`src/rtl/ram_bus_arbiter_pkg.sv`:
```
// ram_arb_pkg: types and constants shared by the RAM bus arbiter.
//   ADDR_W / DATA_W : RAM address and data widths (256 x 8 RAM)
//   state_t         : arbiter sequencing states
//   cmd_t           : command captured from the winning requester
package ram_arb_pkg;

    localparam int ADDR_W = 8;
    localparam int DATA_W = 8;

    typedef enum logic [1:0] {
        IDLE    = 2'd0,
        ACCESS  = 2'd1,
        RECOVER = 2'd2
    } state_t;

    typedef struct packed {
        logic              we;
        logic [ADDR_W-1:0] addr;
        logic [DATA_W-1:0] wdata;
    } cmd_t;

endpackage

```
`src/rtl/ram_bus_arbiter_if.sv`:
```
// ram_bus_arbiter_if: requester-side and RAM-side signals of the arbiter.
//   Requester side : req, req_we, req_addr, req_wdata (to arbiter)
//                    gnt, rvalid, rdata, busy (from arbiter)
//   RAM side       : mem_addr, mem_wdata, mem_rwn (from arbiter)
//                    mem_rdata (combinational RAM read data, to arbiter)
// Modports: slave = the arbiter, master = the environment around it.
interface ram_bus_arbiter_if #(
    parameter int NREQ = 2
) ();
    import ram_arb_pkg::*;

    logic [NREQ-1:0]             req;
    logic [NREQ-1:0]             req_we;
    logic [NREQ-1:0][ADDR_W-1:0] req_addr;
    logic [NREQ-1:0][DATA_W-1:0] req_wdata;
    logic [NREQ-1:0]             gnt;
    logic [NREQ-1:0]             rvalid;
    logic [DATA_W-1:0]           rdata;
    logic                        busy;
    logic [ADDR_W-1:0]           mem_addr;
    logic [DATA_W-1:0]           mem_wdata;
    logic                        mem_rwn;
    logic [DATA_W-1:0]           mem_rdata;

    modport slave (
        input  req, req_we, req_addr, req_wdata, mem_rdata,
        output gnt, rvalid, rdata, busy, mem_addr, mem_wdata, mem_rwn
    );

    modport master (
        output req, req_we, req_addr, req_wdata, mem_rdata,
        input  gnt, rvalid, rdata, busy, mem_addr, mem_wdata, mem_rwn
    );

endinterface

```
`src/rtl/ram_bus_arbiter_rr_picker.sv`:
```
// rr_picker: combinational round-robin selection.
//   req_i     : request vector
//   last_i    : index of the most recently granted requester
//   winner_o  : first set request searching upward from last_i+1 (mod NREQ)
//   any_req_o : at least one request is set
module rr_picker #(
    parameter int NREQ  = 2,
    parameter int IDX_W = 1
) (
    input  logic [NREQ-1:0]  req_i,
    input  logic [IDX_W-1:0] last_i,
    output logic [IDX_W-1:0] winner_o,
    output logic             any_req_o
);

    logic [IDX_W-1:0] idx_v;
    logic             found_v;

    always_comb begin
        winner_o  = '0;
        any_req_o = |req_i;
        found_v   = 1'b0;
        idx_v     = '0;
        for (int k = 1; k <= NREQ; k++) begin
            idx_v = IDX_W'((int'(last_i) + k) % NREQ);
            if (!found_v && req_i[idx_v]) begin
                winner_o = idx_v;
                found_v  = 1'b1;
            end
        end
    end

endmodule

```
`src/rtl/ram_bus_arbiter.sv`:
```
// ram_bus_arbiter: shares one 256x8 single-port RAM between NREQ requesters.
// Round-robin arbitration; each granted command takes one RAM access cycle
// followed by one recovery cycle, so one access completes every 3 cycles.
//   clk, rst_n : clock (rising edge), asynchronous active-low reset
//   bus        : ram_bus_arbiter_if.slave (requester handshake + RAM port)
// Optional build macro RAM_ARB_STATS_EN adds:
//   stats_clr  : synchronous clear of the grant counters
//   grant_cnt  : per-requester saturating 16-bit grant counters
//
// state   | meaning
// --------+---------------------------------------------------------------
// IDLE    | waiting for a request; the winning command is latched on exit
// ACCESS  | RAM driven with the command; read data captured on exit
// RECOVER | RAM back to read/idle; rvalid pulses here for reads
module ram_bus_arbiter
    import ram_arb_pkg::*;
#(
    parameter int NREQ = 2
) (
    input  logic             clk,
    input  logic             rst_n,
    ram_bus_arbiter_if.slave bus
`ifdef RAM_ARB_STATS_EN
    ,input  logic                  stats_clr
    ,output logic [NREQ-1:0][15:0] grant_cnt
`endif
);

    localparam int IDX_W = (NREQ > 1) ? $clog2(NREQ) : 1;

    state_t            state_q,     state_d;
    logic [IDX_W-1:0]  last_q,      last_d;
    logic [IDX_W-1:0]  owner_q,     owner_d;
    cmd_t              cmd_q,       cmd_d;
    logic [NREQ-1:0]   gnt_q,       gnt_d;
    logic [NREQ-1:0]   rvalid_q,    rvalid_d;
    logic [DATA_W-1:0] rdata_q,     rdata_d;
    logic              busy_q,      busy_d;
    logic [ADDR_W-1:0] mem_addr_q,  mem_addr_d;
    logic [DATA_W-1:0] mem_wdata_q, mem_wdata_d;
    logic              mem_rwn_q,   mem_rwn_d;

    logic [IDX_W-1:0]  winner;
    logic              any_req;

    rr_picker #(
        .NREQ  (NREQ),
        .IDX_W (IDX_W)
    ) u_rr_picker (
        .req_i     (bus.req),
        .last_i    (last_q),
        .winner_o  (winner),
        .any_req_o (any_req)
    );

    always_ff @(posedge clk or negedge rst_n) begin
        if (!rst_n) begin
            state_q     <= IDLE;
            last_q      <= IDX_W'(NREQ - 1);
            owner_q     <= '0;
            cmd_q       <= '0;
            gnt_q       <= '0;
            rvalid_q    <= '0;
            rdata_q     <= '0;
            busy_q      <= 1'b0;
            mem_addr_q  <= '0;
            mem_wdata_q <= '0;
            mem_rwn_q   <= 1'b1;
        end else begin
            state_q     <= state_d;
            last_q      <= last_d;
            owner_q     <= owner_d;
            cmd_q       <= cmd_d;
            gnt_q       <= gnt_d;
            rvalid_q    <= rvalid_d;
            rdata_q     <= rdata_d;
            busy_q      <= busy_d;
            mem_addr_q  <= mem_addr_d;
            mem_wdata_q <= mem_wdata_d;
            mem_rwn_q   <= mem_rwn_d;
        end
    end

    // The RAM port is loaded on the IDLE->ACCESS edge so the access
    // happens in the same cycle as the grant pulse.
    always_comb begin
        state_d     = state_q;
        last_d      = last_q;
        owner_d     = owner_q;
        cmd_d       = cmd_q;
        gnt_d       = '0;
        rvalid_d    = '0;
        rdata_d     = rdata_q;
        busy_d      = busy_q;
        mem_addr_d  = mem_addr_q;
        mem_wdata_d = mem_wdata_q;
        mem_rwn_d   = mem_rwn_q;

        unique case (state_q)
            IDLE: begin
                if (any_req) begin
                    cmd_d.we      = bus.req_we[winner];
                    cmd_d.addr    = bus.req_addr[winner];
                    cmd_d.wdata   = bus.req_wdata[winner];
                    owner_d       = winner;
                    last_d        = winner;
                    gnt_d[winner] = 1'b1;
                    busy_d        = 1'b1;
                    mem_addr_d    = bus.req_addr[winner];
                    mem_rwn_d     = ~bus.req_we[winner];
                    if (bus.req_we[winner]) begin
                        mem_wdata_d = bus.req_wdata[winner];
                    end
                    state_d = ACCESS;
                end
            end
            ACCESS: begin
                mem_addr_d = cmd_q.addr;
                if (cmd_q.we) begin
                    mem_wdata_d = cmd_q.wdata;
                end else begin
                    rdata_d           = bus.mem_rdata;
                    rvalid_d[owner_q] = 1'b1;
                end
                mem_rwn_d = 1'b1;
                state_d   = RECOVER;
            end
            RECOVER: begin
                busy_d  = 1'b0;
                state_d = IDLE;
            end
            default: begin
                busy_d    = 1'b0;
                mem_rwn_d = 1'b1;
                state_d   = IDLE;
            end
        endcase
    end

    assign bus.gnt       = gnt_q;
    assign bus.rvalid    = rvalid_q;
    assign bus.rdata     = rdata_q;
    assign bus.busy      = busy_q;
    assign bus.mem_addr  = mem_addr_q;
    assign bus.mem_wdata = mem_wdata_q;
    assign bus.mem_rwn   = mem_rwn_q;

`ifdef RAM_ARB_STATS_EN
    logic [NREQ-1:0][15:0] grant_cnt_q;

    // Clear has priority over a grant counted in the same cycle.
    always_ff @(posedge clk or negedge rst_n) begin
        if (!rst_n) begin
            grant_cnt_q <= '0;
        end else if (stats_clr) begin
            grant_cnt_q <= '0;
        end else begin
            for (int i = 0; i < NREQ; i++) begin
                if (gnt_q[i] && (grant_cnt_q[i] != 16'hFFFF)) begin
                    grant_cnt_q[i] <= grant_cnt_q[i] + 16'd1;
                end
            end
        end
    end

    assign grant_cnt = grant_cnt_q;
`endif

endmodule

```
`src/flat_wrapper.sv`:
```
// flat-port wrapper written by rule: the top's interface ports become plain ports
module ram_bus_arbiter_flat import ram_arb_pkg::*;
#(
    parameter int NREQ = 2
)
  (clk, rst_n, bus_req, bus_req_we, bus_req_addr, bus_req_wdata, bus_mem_rdata, bus_gnt, bus_rvalid, bus_rdata, bus_busy, bus_mem_addr, bus_mem_wdata, bus_mem_rwn);
  ram_bus_arbiter_if #(.NREQ(NREQ)) bus_i ();
  input  logic clk;
  input  logic rst_n;
  input wire logic [$bits(bus_i.req)-1:0] bus_req;
  input wire logic [$bits(bus_i.req_we)-1:0] bus_req_we;
  input wire logic [$bits(bus_i.req_addr)-1:0] bus_req_addr;
  input wire logic [$bits(bus_i.req_wdata)-1:0] bus_req_wdata;
  input wire logic [$bits(bus_i.mem_rdata)-1:0] bus_mem_rdata;
  output wire logic [$bits(bus_i.gnt)-1:0] bus_gnt;
  output wire logic [$bits(bus_i.rvalid)-1:0] bus_rvalid;
  output wire logic [$bits(bus_i.rdata)-1:0] bus_rdata;
  output wire logic [$bits(bus_i.busy)-1:0] bus_busy;
  output wire logic [$bits(bus_i.mem_addr)-1:0] bus_mem_addr;
  output wire logic [$bits(bus_i.mem_wdata)-1:0] bus_mem_wdata;
  output wire logic [$bits(bus_i.mem_rwn)-1:0] bus_mem_rwn;
  assign bus_i.req = bus_req;
  assign bus_i.req_we = bus_req_we;
  assign bus_i.req_addr = bus_req_addr;
  assign bus_i.req_wdata = bus_req_wdata;
  assign bus_i.mem_rdata = bus_mem_rdata;
  assign bus_gnt = bus_i.gnt;
  assign bus_rvalid = bus_i.rvalid;
  assign bus_rdata = bus_i.rdata;
  assign bus_busy = bus_i.busy;
  assign bus_mem_addr = bus_i.mem_addr;
  assign bus_mem_wdata = bus_i.mem_wdata;
  assign bus_mem_rwn = bus_i.mem_rwn;
  ram_bus_arbiter #(.NREQ(NREQ)) u_core (.clk(clk), .rst_n(rst_n), .bus(bus_i));
endmodule
```
`config.mk`:
```
export PLATFORM = sky130hd
export DESIGN_NAME = ram_bus_arbiter_flat
export DESIGN_NICKNAME = d
export VERILOG_FILES = /design/src/rtl/ram_bus_arbiter_pkg.sv /design/src/rtl/ram_bus_arbiter_if.sv /design/src/rtl/ram_bus_arbiter_rr_picker.sv /design/src/rtl/ram_bus_arbiter.sv /design/src/flat_wrapper.sv
export SDC_FILE = /design/constraint.sdc
export NUM_CORES = 1
export LEC_CHECK = 0
export BUFFER_PORTS_ARGS = -buffer_cell sky130_fd_sc_hd__buf_4
export CAP_MARGIN = 5
export CORE_MARGIN = 5
export CORE_UTILIZATION = 35
export DETAILED_ROUTE_END_ITERATION = 10
export GPL_ROUTABILITY_DRIVEN = 0
export PLACE_DENSITY = 0.63
export SLEW_MARGIN = 20
export SYNTH_ARGS = -nofsm -noshare
export SYNTH_HDL_FRONTEND = slang
export SYNTH_SLANG_ARGS = --single-unit
```
`constraint.sdc`:
```
create_clock -name clk -period 2.3 [get_ports clk]
set_input_delay 0.575 -clock clk [delete_from_list [all_inputs] [get_ports clk]]
set_output_delay 0.575 -clock clk [all_outputs]
set_load 0.01 [all_outputs]
```
==> impl_metrics.env <==
export IMPL_status="completed"
export IMPL_cts_inserted_buffers=5
export IMPL_avgViaCountPerCell=4.76
export IMPL_placementRows=28
export IMPL_required_time_worst_endpoint_ps=2490
export IMPL_detailed_place_area_um2=2810
export IMPL_worst_setup_ep_type="flop"
export IMPL_hold_path_class="in2async"
export IMPL_mappedNetlistArea_um2=2160
export IMPL_tritoncts_clock_tree="done"
export IMPL_max_clock_path_buffers=2
export IMPL_first_pass_grt_wire_length_um=7730
export IMPL_synth_yosys_warnings=0
export IMPL_post_synth_top_count_cell="sky130_fd_sc_hd__dfrtp_1"
export IMPL_holdWs_ps=278
export IMPL_vias=1562
export IMPL_worst_path_max_fanout=9
export IMPL_postSynth_asyncResetShare=1.00
export IMPL_final_util=0.488
export IMPL_report_final_hold_viol_count=0
export IMPL_fin_setup_tns_ps=0
export IMPL_combinational_family_with_the_most_area_after_synthesis="multiplexers"
export IMPL_postSynthCellCount=175
export IMPL_postCtsSetupBuffers=0
export IMPL_cp_start_kind="flop"
export IMPL_synth_top_flop_cell="sky130_fd_sc_hd__dfrtp_1"
export IMPL_ys_seq_elements=51
export IMPL_internal_power_mw=2.63
export IMPL_grt_antenna_before_repair=0
export IMPL_total_switching_power_mw=1.37
export IMPL_drt_pass1_iter_count=4
export IMPL_num_io_pins=76
export IMPL_worst_endpoint_data_arrival_time_ps=2010
export IMPL_maxSlewHeadroom=0.560
export IMPL_port_buffer_count=75
export IMPL_power_frac_clock=0.141
export IMPL_clock_tree_htree_level_count=2
export IMPL_grt_util_all_layers=0.127
export IMPL_synth_fa_ha_area_frac=0
export IMPL_synth_edff_count=0
export IMPL_power_leakage_nw=1.48
export IMPL_swShare=0.342
export IMPL_synth_lib_cells_used_distinct=24
export IMPL_post_synthesis_simple_gate_area_fraction=0.0747
export IMPL_drive_above_1_share=0.431
export IMPL_per_instance_average_area_after_synthesis_um2=12.4
export IMPL_coreArea_um2=5960
export IMPL_floorplan_initialDensity=0.363
export IMPL_pin_count_of_the_biggest_net_entering_global_routing=52
export IMPL_postRouteWirelength_um=4820
export IMPL_chipHeight_um=88.6
export IMPL_die_x_um=88.6
export IMPL_top_achievable_clock_speed_mhz=550
export IMPL_vdd_ir_drop_max_mv=0.561
export IMPL_cts_resized_gates=0
export IMPL_drcViolationCount=0
export IMPL_clockRootBuffer="sky130_fd_sc_hd__clkbuf_8"
export IMPL_ant_nets=0
export IMPL_post_synthesis_compound_gate_area_fraction=0.127
export IMPL_unrepaired_setup_endpoints_after_global_routing="false"
export IMPL_finClkSkew_ps=4.96
export IMPL_dp_cells=320
export IMPL_synth_top_cells_by_area="sky130_fd_sc_hd__dfrtp_1, sky130_fd_sc_hd__mux2i_1, sky130_fd_sc_hd__mux2_4"
export IMPL_insertedDiodeCount=0
export IMPL_clk_insertion_delay_late_ps=300
export IMPL_final_setup_viol_count=0
export IMPL_cts_num_sinks=51
export IMPL_die_outline_area_um2=7850
export IMPL_synth_top_area_frac=0.567
export IMPL_seq_power_share=0.401
export IMPL_timing_final_crit_period_ps=1820
export IMPL_final_instance_count_excl_fill=328
export IMPL_drv_cap=0
export IMPL_pwr_share_comb=0.458
export IMPL_share_of_synthesized_area_spent_on_multiplexers=0.176
export IMPL_detailed_place_hpwl_um=3400
export IMPL_detail_route_iter0_violations=62
export IMPL_cts_clk_slew_worst_paths_ps=90
export IMPL_finalMaxSlewViolations=0
export IMPL_post_synth_top_area_cell="sky130_fd_sc_hd__dfrtp_1"
export IMPL_postCtsHoldBufs=0
export IMPL_synth_seq_area_share=0.591
export IMPL_route_detailed_wl_per_inst_um=14.7
export IMPL_synth_xor_area_frac=0
export IMPL_layout_area_overhead_vs_synth_pct=34.4
export IMPL_design_final_nets=298
export IMPL_final_min_period_over_clock_period=0.790
export IMPL_layout_cell_area_non_filler_um2=2910
export IMPL_grt_overflow_total=0
export IMPL_synth_net_count=221
export IMPL_p_per_area_nw_per_um2=1380
export IMPL_slew_at_the_pin_closest_to_its_max_slew_limit_ps=660
export IMPL_n_fill_cell=572
export IMPL_ys_top_cells_by_count="sky130_fd_sc_hd__dfrtp_1, sky130_fd_sc_hd__nor2_1, sky130_fd_sc_hd__mux2i_1"
export IMPL_vias_in_the_first_global_route=1649
export IMPL_setup_worst_path_class="reg2reg"
[path summary, 6_finish.rpt]
check | from | slack [ps] | depth (start not counted) | to
max reg2reg | u_core.state_q[1] | 480 | 3 | u_core.bus.mem_wdata[1]
min | rst_n | 280 | 1 | u_core.cmd_q[13]
max in group asynchronous | rst_n | 1560 | 1 | u_core.bus.gnt[1]
max | u_core.state_q[1] | 480 | 3 | u_core.bus.mem_wdata[1]
min reg2reg | u_core.owner_q | 460 | 1 | u_core.bus.rvalid[0]
min in group clk | u_core.owner_q | 460 | 1 | u_core.bus.rvalid[0]
[per-stage QoR]
| step | power, mW | setup WS (ps) |
|---|---|---|
| after floorplan | 2.76 | 425 |
| after global placement | 3.43 | 218 |
| after detailed placement | 3.49 | 182 |
| after CTS | 4.06 | 468 |
| after global routing | 4.29 | 410 |
| final | 3.99 | 482 |
[placed cells by master, fill, tap and decap left out]
cell,instances
sky130_fd_sc_hd__a211o_1,1
sky130_fd_sc_hd__a21boi_2,1
sky130_fd_sc_hd__a21o_1,10
sky130_fd_sc_hd__a21oi_1,8
sky130_fd_sc_hd__a221o_1,8
sky130_fd_sc_hd__and2_1,2
sky130_fd_sc_hd__buf_4,80
sky130_fd_sc_hd__clkbuf_1,1
sky130_fd_sc_hd__clkbuf_8,7
sky130_fd_sc_hd__clkinv_1,1
sky130_fd_sc_hd__dfrtp_1,49
sky130_fd_sc_hd__dfstp_2,2
sky130_fd_sc_hd__inv_1,2
sky130_fd_sc_hd__mux2_2,8
sky130_fd_sc_hd__mux2_4,8
sky130_fd_sc_hd__mux2i_1,17
sky130_fd_sc_hd__nand2_1,10
sky130_fd_sc_hd__nand2b_1,1
sky130_fd_sc_hd__nand3b_1,1
sky130_fd_sc_hd__nor2_1,20
sky130_fd_sc_hd__nor2_2,1
sky130_fd_sc_hd__nor3_1,2
sky130_fd_sc_hd__o21ai_0,11
sky130_fd_sc_hd__o21ai_2,1
sky130_fd_sc_hd__or2_2,1
[layer usage]
layer / global-route usage / share of wire / wire length [um]
met1: 0.169 / 0.47 / 2240
met2: 0.196 / 0.43 / 2090
met3: 0.0493 / 0.095 / 456
met4: 0.0357 / 0.0066 / 32
met5: 0 / 0 / 0
[sequential cells by signal, indices dropped and copies added, names as in the netlist]
name	cells
u_core.bus.gnt	2
u_core.bus.rdata	8
u_core.owner_q	1
u_core.bus.mem_wdata	8
u_core.bus.mem_addr	8
u_core.state_q	2
u_core.cmd_q	17
u_core.bus.busy	1
u_core.last_q	1
u_core.bus.rvalid	2
u_core.bus.mem_rwn	1
[final cells by class]
class	instances	area [um^2]	share of cell area
multi-input cells	111	821	0.283
well taps	75	93.8	0.0323
clock buffers	8	100	0.0345
repair buffers	80	601	0.207
inverters	3	11.3	0.00388
flip-flops and latches	51	1280	0.440
[cells by family after synthesis]
group,after synthesis
muxes,33
and+or+nand+nor,38
AOI/OAI and AO/OA,40
buffers and inverters,13
DFF,51
[critical path, cell delays in order, from the launching register on]
cell                      delay, ps
sky130_fd_sc_hd__dfrtp_1        430
sky130_fd_sc_hd__or2_2          420
sky130_fd_sc_hd__a211o_1        490
sky130_fd_sc_hd__mux2_4         360
[power by group through the flow]
stage	Combinational, mW	Clock [mW]	Sequential [mW]
after global routing	2.02	0.624	1.65
after CTS	1.87	0.583	1.60
final	1.83	0.563	1.60
after floorplan	1.07	0	1.69
after detailed placement	1.87	0	1.61
after global placement	1.82	0	1.61
(Power assumes the default switching activity.)
